===== config.mk =====
export PLATFORM = sky130hd
export DESIGN_NAME = calc_multi_undo
export DESIGN_NICKNAME = d
export VERILOG_FILES = /design/src/rtl/calc_pkg.sv /design/src/rtl/undo_history.sv /design/src/rtl/calc_multi_undo.sv
export SDC_FILE = /design/constraint.sdc
export NUM_CORES = 1
export LEC_CHECK = 0
export BUFFER_PORTS_ARGS = -buffer_cell sky130_fd_sc_hd__clkbuf_2
export CAP_MARGIN = 20
export CORE_MARGIN = 4
export CORE_UTILIZATION = 53
export DETAILED_ROUTE_END_ITERATION = 16
export GPL_TIMING_DRIVEN = 0
export PLACE_DENSITY = 0.73
export SLEW_MARGIN = 20
export SYNTH_ARGS = -nofsm -noshare
export SYNTH_HDL_FRONTEND = slang
export SYNTH_SLANG_ARGS = --single-unit

===== constraint.sdc =====
create_clock -name clk -period 7.1 [get_ports clk]
set_input_delay 0.71 -clock clk [delete_from_list [all_inputs] [get_ports clk]]
set_output_delay 0.71 -clock clk [all_outputs]
set_load 0.01 [all_outputs]

===== src/rtl/calc_pkg.sv =====
// Shared types for the calculator core: FSM state codes (also driven on Status)
// and ALU opcodes.
package calc_pkg;

  typedef enum logic [2:0] {
    S_OPA    = 3'b001,
    S_OPB    = 3'b010,
    S_OP     = 3'b100,
    S_RESULT = 3'b111
  } state_t;

  typedef enum logic [1:0] {
    OP_ADD = 2'b00,
    OP_SUB = 2'b01,
    OP_AND = 2'b10,
    OP_OR  = 2'b11
  } op_t;

  // Packed snapshot width for a given operand width: {state, A, B, Op}.
  function automatic int snap_width(input int width);
    return $bits(state_t) + 2 * width + $bits(op_t);
  endfunction

endpackage


===== src/rtl/undo_history.sv =====
// Circular LIFO of snapshots. Push onto a full buffer overwrites the oldest
// entry, so the newest DEPTH snapshots are always kept. Pop takes priority
// over push and is ignored when the buffer is empty.
module undo_history #(
  parameter int DEPTH   = 4,
  parameter int ENTRY_W = 8
) (
  input  logic                         clk,
  input  logic                         resetN,
  input  logic                         push,
  input  logic                         pop,
  input  logic [ENTRY_W-1:0]           din,
  output logic [ENTRY_W-1:0]           dout,
  output logic [$clog2(DEPTH+1)-1:0]   count
);

  localparam int PTR_W = (DEPTH > 1) ? $clog2(DEPTH) : 1;
  localparam int CNT_W = $clog2(DEPTH + 1);

  logic [ENTRY_W-1:0] mem [DEPTH];
  logic [PTR_W-1:0]   wr_ptr;
  logic [PTR_W-1:0]   top_ptr;
  logic               do_pop;
  logic               do_push;

  function automatic logic [PTR_W-1:0] ptr_inc(input logic [PTR_W-1:0] p);
    return (p == PTR_W'(DEPTH - 1)) ? '0 : p + 1'b1;
  endfunction

  function automatic logic [PTR_W-1:0] ptr_dec(input logic [PTR_W-1:0] p);
    return (p == '0) ? PTR_W'(DEPTH - 1) : p - 1'b1;
  endfunction

  assign do_pop  = pop && (count != '0);
  assign do_push = push && !do_pop;
  assign top_ptr = ptr_dec(wr_ptr);
  assign dout    = mem[top_ptr];

  // Write pointer and occupancy; occupancy saturates at DEPTH on overwrite.
  always_ff @(posedge clk or negedge resetN) begin
    if (!resetN) begin
      wr_ptr <= '0;
      count  <= '0;
    end else if (do_pop) begin
      wr_ptr <= top_ptr;
      count  <= count - 1'b1;
    end else if (do_push) begin
      wr_ptr <= ptr_inc(wr_ptr);
      if (count != CNT_W'(DEPTH)) count <= count + 1'b1;
    end
  end

  // Snapshot storage; contents are only meaningful below count, so no reset.
  always_ff @(posedge clk) begin
    if (do_push) mem[wr_ptr] <= din;
  end

endmodule


===== src/rtl/calc_multi_undo.sv =====
// Calculator core with operand entry FSM, combinational ALU, result chaining
// and a multi-level undo history.
//
//   state    | meaning
//   ---------+-----------------------------------------------
//   S_OPA    | waiting for operand A
//   S_OPB    | waiting for operand B
//   S_OP     | waiting for opcode (DataIn[1:0])
//   S_RESULT | showing result; Enter chains it into A
module calc_multi_undo
  import calc_pkg::*;
#(
  parameter int WIDTH      = 16,
  parameter int UNDO_DEPTH = 4
) (
  input  logic                              clk,
  input  logic                              resetN,
  input  logic                              Enter,
  input  logic                              Undo,
  input  logic [WIDTH-1:0]                  DataIn,
  output logic [WIDTH-1:0]                  ToDisplay,
  output logic [3:0]                        Flags,
  output logic [2:0]                        Status,
  output logic [$clog2(UNDO_DEPTH+1)-1:0]   HistCount
);

  typedef struct packed {
    state_t           state;
    logic [WIDTH-1:0] a;
    logic [WIDTH-1:0] b;
    op_t              op;
  } snapshot_t;

  localparam int SNAP_W = snap_width(WIDTH);

  state_t           state_q, state_d;
  logic [WIDTH-1:0] a_q, a_d, b_q, b_d;
  op_t              op_q, op_d;
  logic             push, pop;
  logic [SNAP_W-1:0] hist_dout;
  snapshot_t        snap_in, snap_out;
  logic [WIDTH-1:0] result;
  logic [WIDTH:0]   sum_ext;
  logic             carry, ovf;

  assign snap_in  = '{state: state_q, a: a_q, b: b_q, op: op_q};
  assign snap_out = snapshot_t'(hist_dout);

  undo_history #(
    .DEPTH   (UNDO_DEPTH),
    .ENTRY_W (SNAP_W)
  ) u_hist (
    .clk    (clk),
    .resetN (resetN),
    .push   (push),
    .pop    (pop),
    .din    (snap_in),
    .dout   (hist_dout),
    .count  (HistCount)
  );

  // Datapath and state register.
  always_ff @(posedge clk or negedge resetN) begin
    if (!resetN) begin
      state_q <= S_OPA;
      a_q     <= '0;
      b_q     <= '0;
      op_q    <= OP_ADD;
    end else begin
      state_q <= state_d;
      a_q     <= a_d;
      b_q     <= b_d;
      op_q    <= op_d;
    end
  end

  // Next state: Undo beats Enter; every accepted Enter snapshots the pre-edge values.
  always_comb begin
    state_d = state_q;
    a_d     = a_q;
    b_d     = b_q;
    op_d    = op_q;
    push    = 1'b0;
    pop     = 1'b0;
    if (Undo) begin
      if (HistCount != '0) begin
        pop     = 1'b1;
        state_d = snap_out.state;
        a_d     = snap_out.a;
        b_d     = snap_out.b;
        op_d    = snap_out.op;
      end
    end else if (Enter) begin
      push = 1'b1;
      case (state_q)
        S_OPA: begin
          a_d     = DataIn;
          state_d = S_OPB;
        end
        S_OPB: begin
          b_d     = DataIn;
          state_d = S_OP;
        end
        S_OP: begin
          op_d    = op_t'(DataIn[1:0]);
          state_d = S_RESULT;
        end
        S_RESULT: begin
          a_d     = result;
          state_d = S_OPB;
        end
        default: state_d = S_OPA;
      endcase
    end
  end

  // ALU: purely a function of A, B, Op so a restored snapshot restores the result.
  always_comb begin
    sum_ext = '0;
    result  = '0;
    carry   = 1'b0;
    ovf     = 1'b0;
    case (op_q)
      OP_ADD: begin
        sum_ext = {1'b0, a_q} + {1'b0, b_q};
        result  = sum_ext[WIDTH-1:0];
        carry   = sum_ext[WIDTH];
        ovf     = (a_q[WIDTH-1] == b_q[WIDTH-1]) && (result[WIDTH-1] != a_q[WIDTH-1]);
      end
      OP_SUB: begin
        result = a_q - b_q;
        carry  = (a_q < b_q);
        ovf    = (a_q[WIDTH-1] != b_q[WIDTH-1]) && (result[WIDTH-1] != a_q[WIDTH-1]);
      end
      OP_AND: result = a_q & b_q;
      OP_OR:  result = a_q | b_q;
      default: result = '0;
    endcase
  end

  assign Status    = state_q;
  assign ToDisplay = (state_q == S_RESULT) ? result : DataIn;
  assign Flags     = (state_q == S_RESULT) ? {result[WIDTH-1], (result == '0), carry, ovf} : 4'b0000;

endmodule


==> run metrics, run 1 <==
Ys Warns 0; initial core utilization 54.3%; Post-synth EDFFs 148; post-synthesis cell count 830; DRC 0; FFs w/ async S/R, synth 22.1%; std cell rows 50; Core Area 0.0189 mm²; IO Port Bufs 45; Die ar. 0.0216 mm²; wire per inst 23.1 µm; Mapped Nets 906; worst-path fanout max 9; switching share of power 44.2%; gr usage total 25.9%; Clock Skew 10.4 ps; clock network fraction of total power 15.5%; via count 7280; Resized cells post-CTS 0; hold_ws 328 ps; Final #Nets 974; R2R cell count 10; syn_area_per_cell 12.4 µm²; Setup Viol. Count Final 0; crit path time final 4800 ps; Vias/cell 6.22; #FFs+latches synth 190; final hold vios 0; Reg clk slew, reported paths 70 ps; area grow syn2layout 12.0%; Hold-fix buffers, CTS 0; IO Pins 46; H-tree depth 4; Net Switching 2.72 mW; unrepaired setup endpoints after global routing false; maximum capacitance violations 0; initial antenna violation count 0; combinational group share of total power 54.8%; Place WS 2880 ps; Peak VDD IR 0.288 mV; chip height 147 µm; Congestion Overflow GR 0; Final period util 67.6%; clock sinks 190; Die W 147 µm; max-slew violation count 0; final WL 27100 µm; worst-margin pin slew 1020 ps; # diodes 0; Clock Path Buffers 2; share of layout cells above drive strength 1 18.2%; Critical Path RT 6390 ps; Slew Limit Headroom 32.3%; pin count of the biggest net entering global routing 43; Crit Path Class flop to primary output; total leakage power 4.40 nW; initial drt markers 726; global placement routability congestion 1.00; sequential fraction of the synthesis area 53.6%; TNS Setup 0 ps; Routed Antenna Nets 0; first-pass GRT wire length 42400 µm; mapped cell area 0.0103 mm²; PD cells 536 mW/mm²; First-pass DRT Iterations 5; Detailed Place HPWL 19100 µm; Fmax 208 MHz; CTS tree built; sequential power share 29.7%; worst setup margin 2300 ps; Critical Path End Type primary output; startpoint types flop; clock root buffer clkbuf_16; Worst R2R Start a_q[1]; r2r setup slk 3670 ps; hold crit path type input pin to asynchronous set/reset pin; Most used DFF post-synth edfxtp_1; vias in the first global route 7254; WP data arrival 4090 ps; worst skew pair latency 430 ps; internal power 3.43 mW; setup bufs post-CTS 0; synth unique cells 78; Overall Power 6.15 mW; TritonCTS buffer count 17; reg2reg end a_q[11]; status finished clean
-- cell type report --
class	count	area, µm²
flip-flops and latches	190	5500
multi-input cells	538	4320
clock buffers	20	457
well taps	260	325
clock inverters	12	126
repair buffers	49	315
fillers	1527	7410
plain buffers	43	215
inverters	59	221
-- cells in the mapped netlist, types with 5 or more instances --
library cell / count / area, µm²
and2_1: 7 / 43.8
mux4_2: 40 / 901
a211oi_1: 11 / 82.6
clkbuf_1: 19 / 71.3
o211ai_1: 14 / 105
buf_4: 7 / 52.6
nor2b_1: 8 / 50.1
or3_1: 6 / 37.5
and3_1: 8 / 50.1
o21bai_1: 5 / 37.5
a31oi_1: 8 / 50.1
nand2b_1: 5 / 31.3
ha_1: 53 / 663
edfxtp_1: 148 / 4440
nand2_1: 80 / 300
o22ai_1: 6 / 37.5
mux2i_1: 19 / 190
nor3_1: 14 / 70.1
a21o_1: 6 / 45.0
o31ai_1: 9 / 67.6
nor2_1: 45 / 169
o21ai_0: 42 / 210
o2111ai_1: 5 / 43.8
xnor2_1: 6 / 52.6
nor4_1: 5 / 31.3
buf_2: 9 / 45.0
buf_1: 5 / 18.8
a21oi_1: 40 / 200
nand3_1: 14 / 70.1
mux2_2: 6 / 67.6
dfrtp_1: 41 / 1030
inv_1: 56 / 210
-- registers in the layout (all words and copies together) (netlist names) --
signal,count
u_hist.mem,148
a_q,16
u_hist.wr_ptr,2
op_q,2
Status,3
u_hist.count,3
b_q,16
-- stage by stage --
step,area (µm²),std cells,utilization [%]
detailed placement,10900,1139,57.7
global route,11500,1171,60.8
CTS,11500,1171,60.8
global placement,10800,1135,57.2
finish,11500,1171,60.8
floorplan,10300,830,-
-- per-layer routing --
| layer | track usage (%) | vias up | part of all wire (%) |
|---|---|---|---|
| li1 | - | 3279 | - |
| met1 | 36.7 | 3653 | 43 |
| met2 | 40.7 | 304 | 47 |
| met3 | 4.78 | 44 | 7.2 |
| met4 | 8.99 | 0 | 3.0 |
| met5 | 0 | - | 0 |
-- layout by cell type (no fill, tap or decap), drive strengths merged, types with 9 or more instances in the layout --
master / instances
nor3: 15
nand2: 80
mux4: 40
a211oi: 11
ha: 53
edfxtp: 148
a21oi: 40
clkbuf: 85
buf: 27
inv: 65
o31ai: 9
nor2: 46
nand3: 15
dfrtp: 41
o211ai: 14
mux2i: 19
o21ai: 46
-- how the worst max path moves through the flow --
stage | startpoint | depth (start not counted) | endpoint | slack, ps
floorplan | a_q[7] | 12 | Flags[2] | 3580
global placement | a_q[1] | 11 | Flags[2] | 2910
detailed placement | a_q[1] | 11 | Flags[2] | 2880
CTS | a_q[1] | 11 | Flags[2] | 2400
global route | a_q[1] | 11 | Flags[2] | 2140
finish | a_q[1] | 11 | Flags[2] | 2300
-- worst max-delay path: stages, from the launching register on --
cell and delay (ps):
dfrtp_1 560, inv_1 150, ha_1 350, nor2_1 70, o311ai_1 590, nand3_1 220
nand4_1 130, o311ai_0 300, nor4_1 530, nand4_1 220, nor4_2 330, clkbuf_2 190
-- kinds of logic after synthesis --
kind of cell	after synthesis	share of synthesized area, %
AOI/OAI and AO/OA	197	13.2
xor gates and xnor gates	9	0.769
adders and majority gates	56	7.05
buffers and inverters	102	4.26
DFF	190	53.6
muxes	65	11.3
and+or+nand+nor	211	9.81
-- power groups by stage --
stage | clock (mW) | sequential (mW) | combinational (mW)
final | 0.954 | 1.83 | 3.37
after global routing | 1.01 | 1.87 | 3.68
after CTS | 0.961 | 1.83 | 3.32
after detailed placement | 0 | 1.85 | 3.30
after global placement | 0 | 1.84 | 3.23
after floorplan | 0 | 1.76 | 2.42
(Power assumes the default switching activity.)
==> run 2, diff against run 1 <==
--- a/config.mk
+++ b/config.mk
@@ -11,7 +11,7 @@
 export CORE_UTILIZATION = 53
 export DETAILED_ROUTE_END_ITERATION = 16
 export GPL_TIMING_DRIVEN = 0
-export PLACE_DENSITY = 0.73
+export PLACE_DENSITY = 0.76
 export SLEW_MARGIN = 20
 export SYNTH_ARGS = -nofsm -noshare
 export SYNTH_HDL_FRONTEND = slang
==> constraint.sdc (replaced) <==
create_clock -name clk -period 4.3 [get_ports clk]
set_input_delay 0.43 -clock clk [delete_from_list [all_inputs] [get_ports clk]]
set_output_delay 0.43 -clock clk [all_outputs]
set_load 0.01 [all_outputs]
==> run 2 against run 1 <==
Net effect:
- sequential share of layout area shrank 0.39 points
- sequential power increased by 65%
- wire length up 0.94%
- register-to-register slack got worse by 2700 ps
- clock skew increased by 3.2 ps
- flip-flop and latch count did not move
- core utilization rose by 0.58 points
- combinational power grew 70%
- critical path depth shrank 2
- non-clock buffer count up 4
- cell count is 0.34% higher
- largest power group unchanged
- highest routed layer is now met5
==> run metrics, run 2 (synthesis gave the netlist of run 1 again) <==
final hold vios 0 (unchanged); worst-margin pin slew 1150 ps (+138 ps); Final period util 97.9%; Post-DP Area 0.0109 mm² (+0.14%); First-pass DRT Iterations 5 (unchanged); Core Area 0.0189 mm² (unchanged); share of layout cells above drive strength 1 19.7% (+1.5 points); Clock Skew 13.6 ps (+3.20 ps); Largest register FFs 148 (unchanged); PD cells 895 mW/mm² (+67%); wire per inst 23.3 µm (+0.59%); CTS tree built; fin cells 1175 (+0.34%); first-pass GRT wire length 41900 µm (-1.1%); maximum capacitance violations 0 (unchanged); H-tree depth 4 (unchanged); Top reg by flops u_hist.mem; Overall Power 10.4 mW (+68%); pin count of the biggest net entering global routing 43 (unchanged); initial drt markers 730 (+0.55%); Detailed Place HPWL 19100 µm (-0.16%); worst-path fanout max 10 (+1); top flop regs u_hist.mem: 148 flops, a_q: 16 flops, b_q: 16 flops; area grow syn2layout 13.1%; # diodes 0 (unchanged); DRC 0 (unchanged); Critical Path RT 3870 ps (-2520 ps); worst setup margin 89.3 ps (-2210 ps); final WL 27400 µm (+0.94%); Critical Path, Cell by Cell buf_2 > inv_2 > clkbuf_1 > mux4_2 > a2111o_1 > nor4_4 > nand4_1 > nor4_2 > clkbuf_2; global placement routability congestion 0.974 (-2.7%); hold crit path type input pin to asynchronous set/reset pin; status finished clean; worst skew pair latency 440 ps (about the same); Congestion Overflow GR 0 (unchanged); IO Pins 46 (unchanged); hold_ws 36.8 ps (-291 ps); Worst Setup SP op_q[0]; WP data arrival 3780 ps (-310 ps); Setup Viol. Count Final 0 (unchanged); Place WS 390 ps (-2490 ps); Clock Path Buffers 2 (unchanged); commonest non-fill, non-tap cell in the layout edfxtp_1; Critical Path End Type primary output; slowest stage cell, crit path mux4_2; clock sinks 190 (unchanged); Routed Antenna Nets 0 (unchanged); Worst R2R Start a_q[10]; std cell rows 50 (unchanged); Slew Limit Headroom 23.1% (-9.2 points); Design Area, Final 0.0116 mm² (+0.96%); initial antenna violation count 1 (+1); crit path time final 4210 ps; Peak VDD IR 0.393 mV (+36%); IO Port Bufs 45 (unchanged); Crit Path Class flop to primary output; initial core utilization 54.3% (unchanged); Vias/cell 6.27 (+0.85%); chip height 147 µm (unchanged); Die W 147 µm (unchanged); Final #Nets 978 (+0.41%); startpoint types flop; unrepaired setup endpoints after global routing false; Die ar. 0.0216 mm² (unchanged); R2R cell count 10 (unchanged); TritonCTS buffer count 17 (unchanged); most frequent cells in the layout edfxtp_1, nand2_1, inv_1; max-slew violation count 0 (unchanged); vias in the first global route 7186 (-0.94%); Reg clk slew, reported paths 70 ps (about the same); placed cells 1139 (unchanged); via count 7367 (+1.2%); Final Util 61.3% (+0.58 points); CP peak stage delay 640 ps (+50 ps); clock root buffer clkbuf_16; total leakage power 4.42 nW (+0.51%); gr usage total 25.5% (-0.39 points); Fmax 237 MHz; TNS Setup 0 ps (unchanged)
==> run 2: cell count changes in the layout (fill, tap and decap cells not counted), sizes merged <==
cell,change
buf,+4
bufinv,+2
clkbuf,+1
inv,-3
==> run 2: path summary, 6_finish.rpt <==
check                               endpoint  slack [ps]
setup / recovery                    Flags[2]          90
hold / removal               u_hist.count[0]          40
setup reg to reg                     a_q[11]         980
hold reg to reg            u_hist.mem[0][18]         560
max in group asynchronous             a_q[2]        3760
min in group clk                      b_q[7]         310
==> run 2: worst max-delay path, delay by kind of cell, from the launching register on <==
family	cells	cell delay [ps]
AO/OA/AOI/OAI	1	450
buffers and inverters	4	1020
multiplexers	1	640
AND/OR/NAND/NOR	3	780
flip-flops	1	450
==> run 2: routing by layer <==
layer,GRT usage [%],up-vias,routed length (µm)
met1,35.9,3721,11600
met2,40.2,308,13000
met5,0,-,13
li1,-,3284,-
met4,8.06,2,680
met3,5.31,52,2050
==> run 2: layout make-up <==
type                       instances  area, µm²
multi-input combinational        538       4370
clock buffer                      21        440
inverter                          59        221
clock inverter                    11        156
tap                              260        325
timing repair buffer              53        360
fill                            1502       7300
buffer                            43        215
sequential                       190       5500
==> run 2: repair_timing <==
item	CTS	global route
endpoints found under the setup margin	2	4
setup buffers	0	4
pin swaps	0	3
gates cloned	0	0
gates resized for setup	3	13
endpoints found under the hold margin	0	0
hold buffers	0	0
==> run 2: power by group <==
group,total [mW],internal [mW],switching [mW]
logic,5.73,2.29,3.44
clock network,1.63,0.923,0.704
registers,3.02,2.59,0.424
total,10.4,5.80,4.56
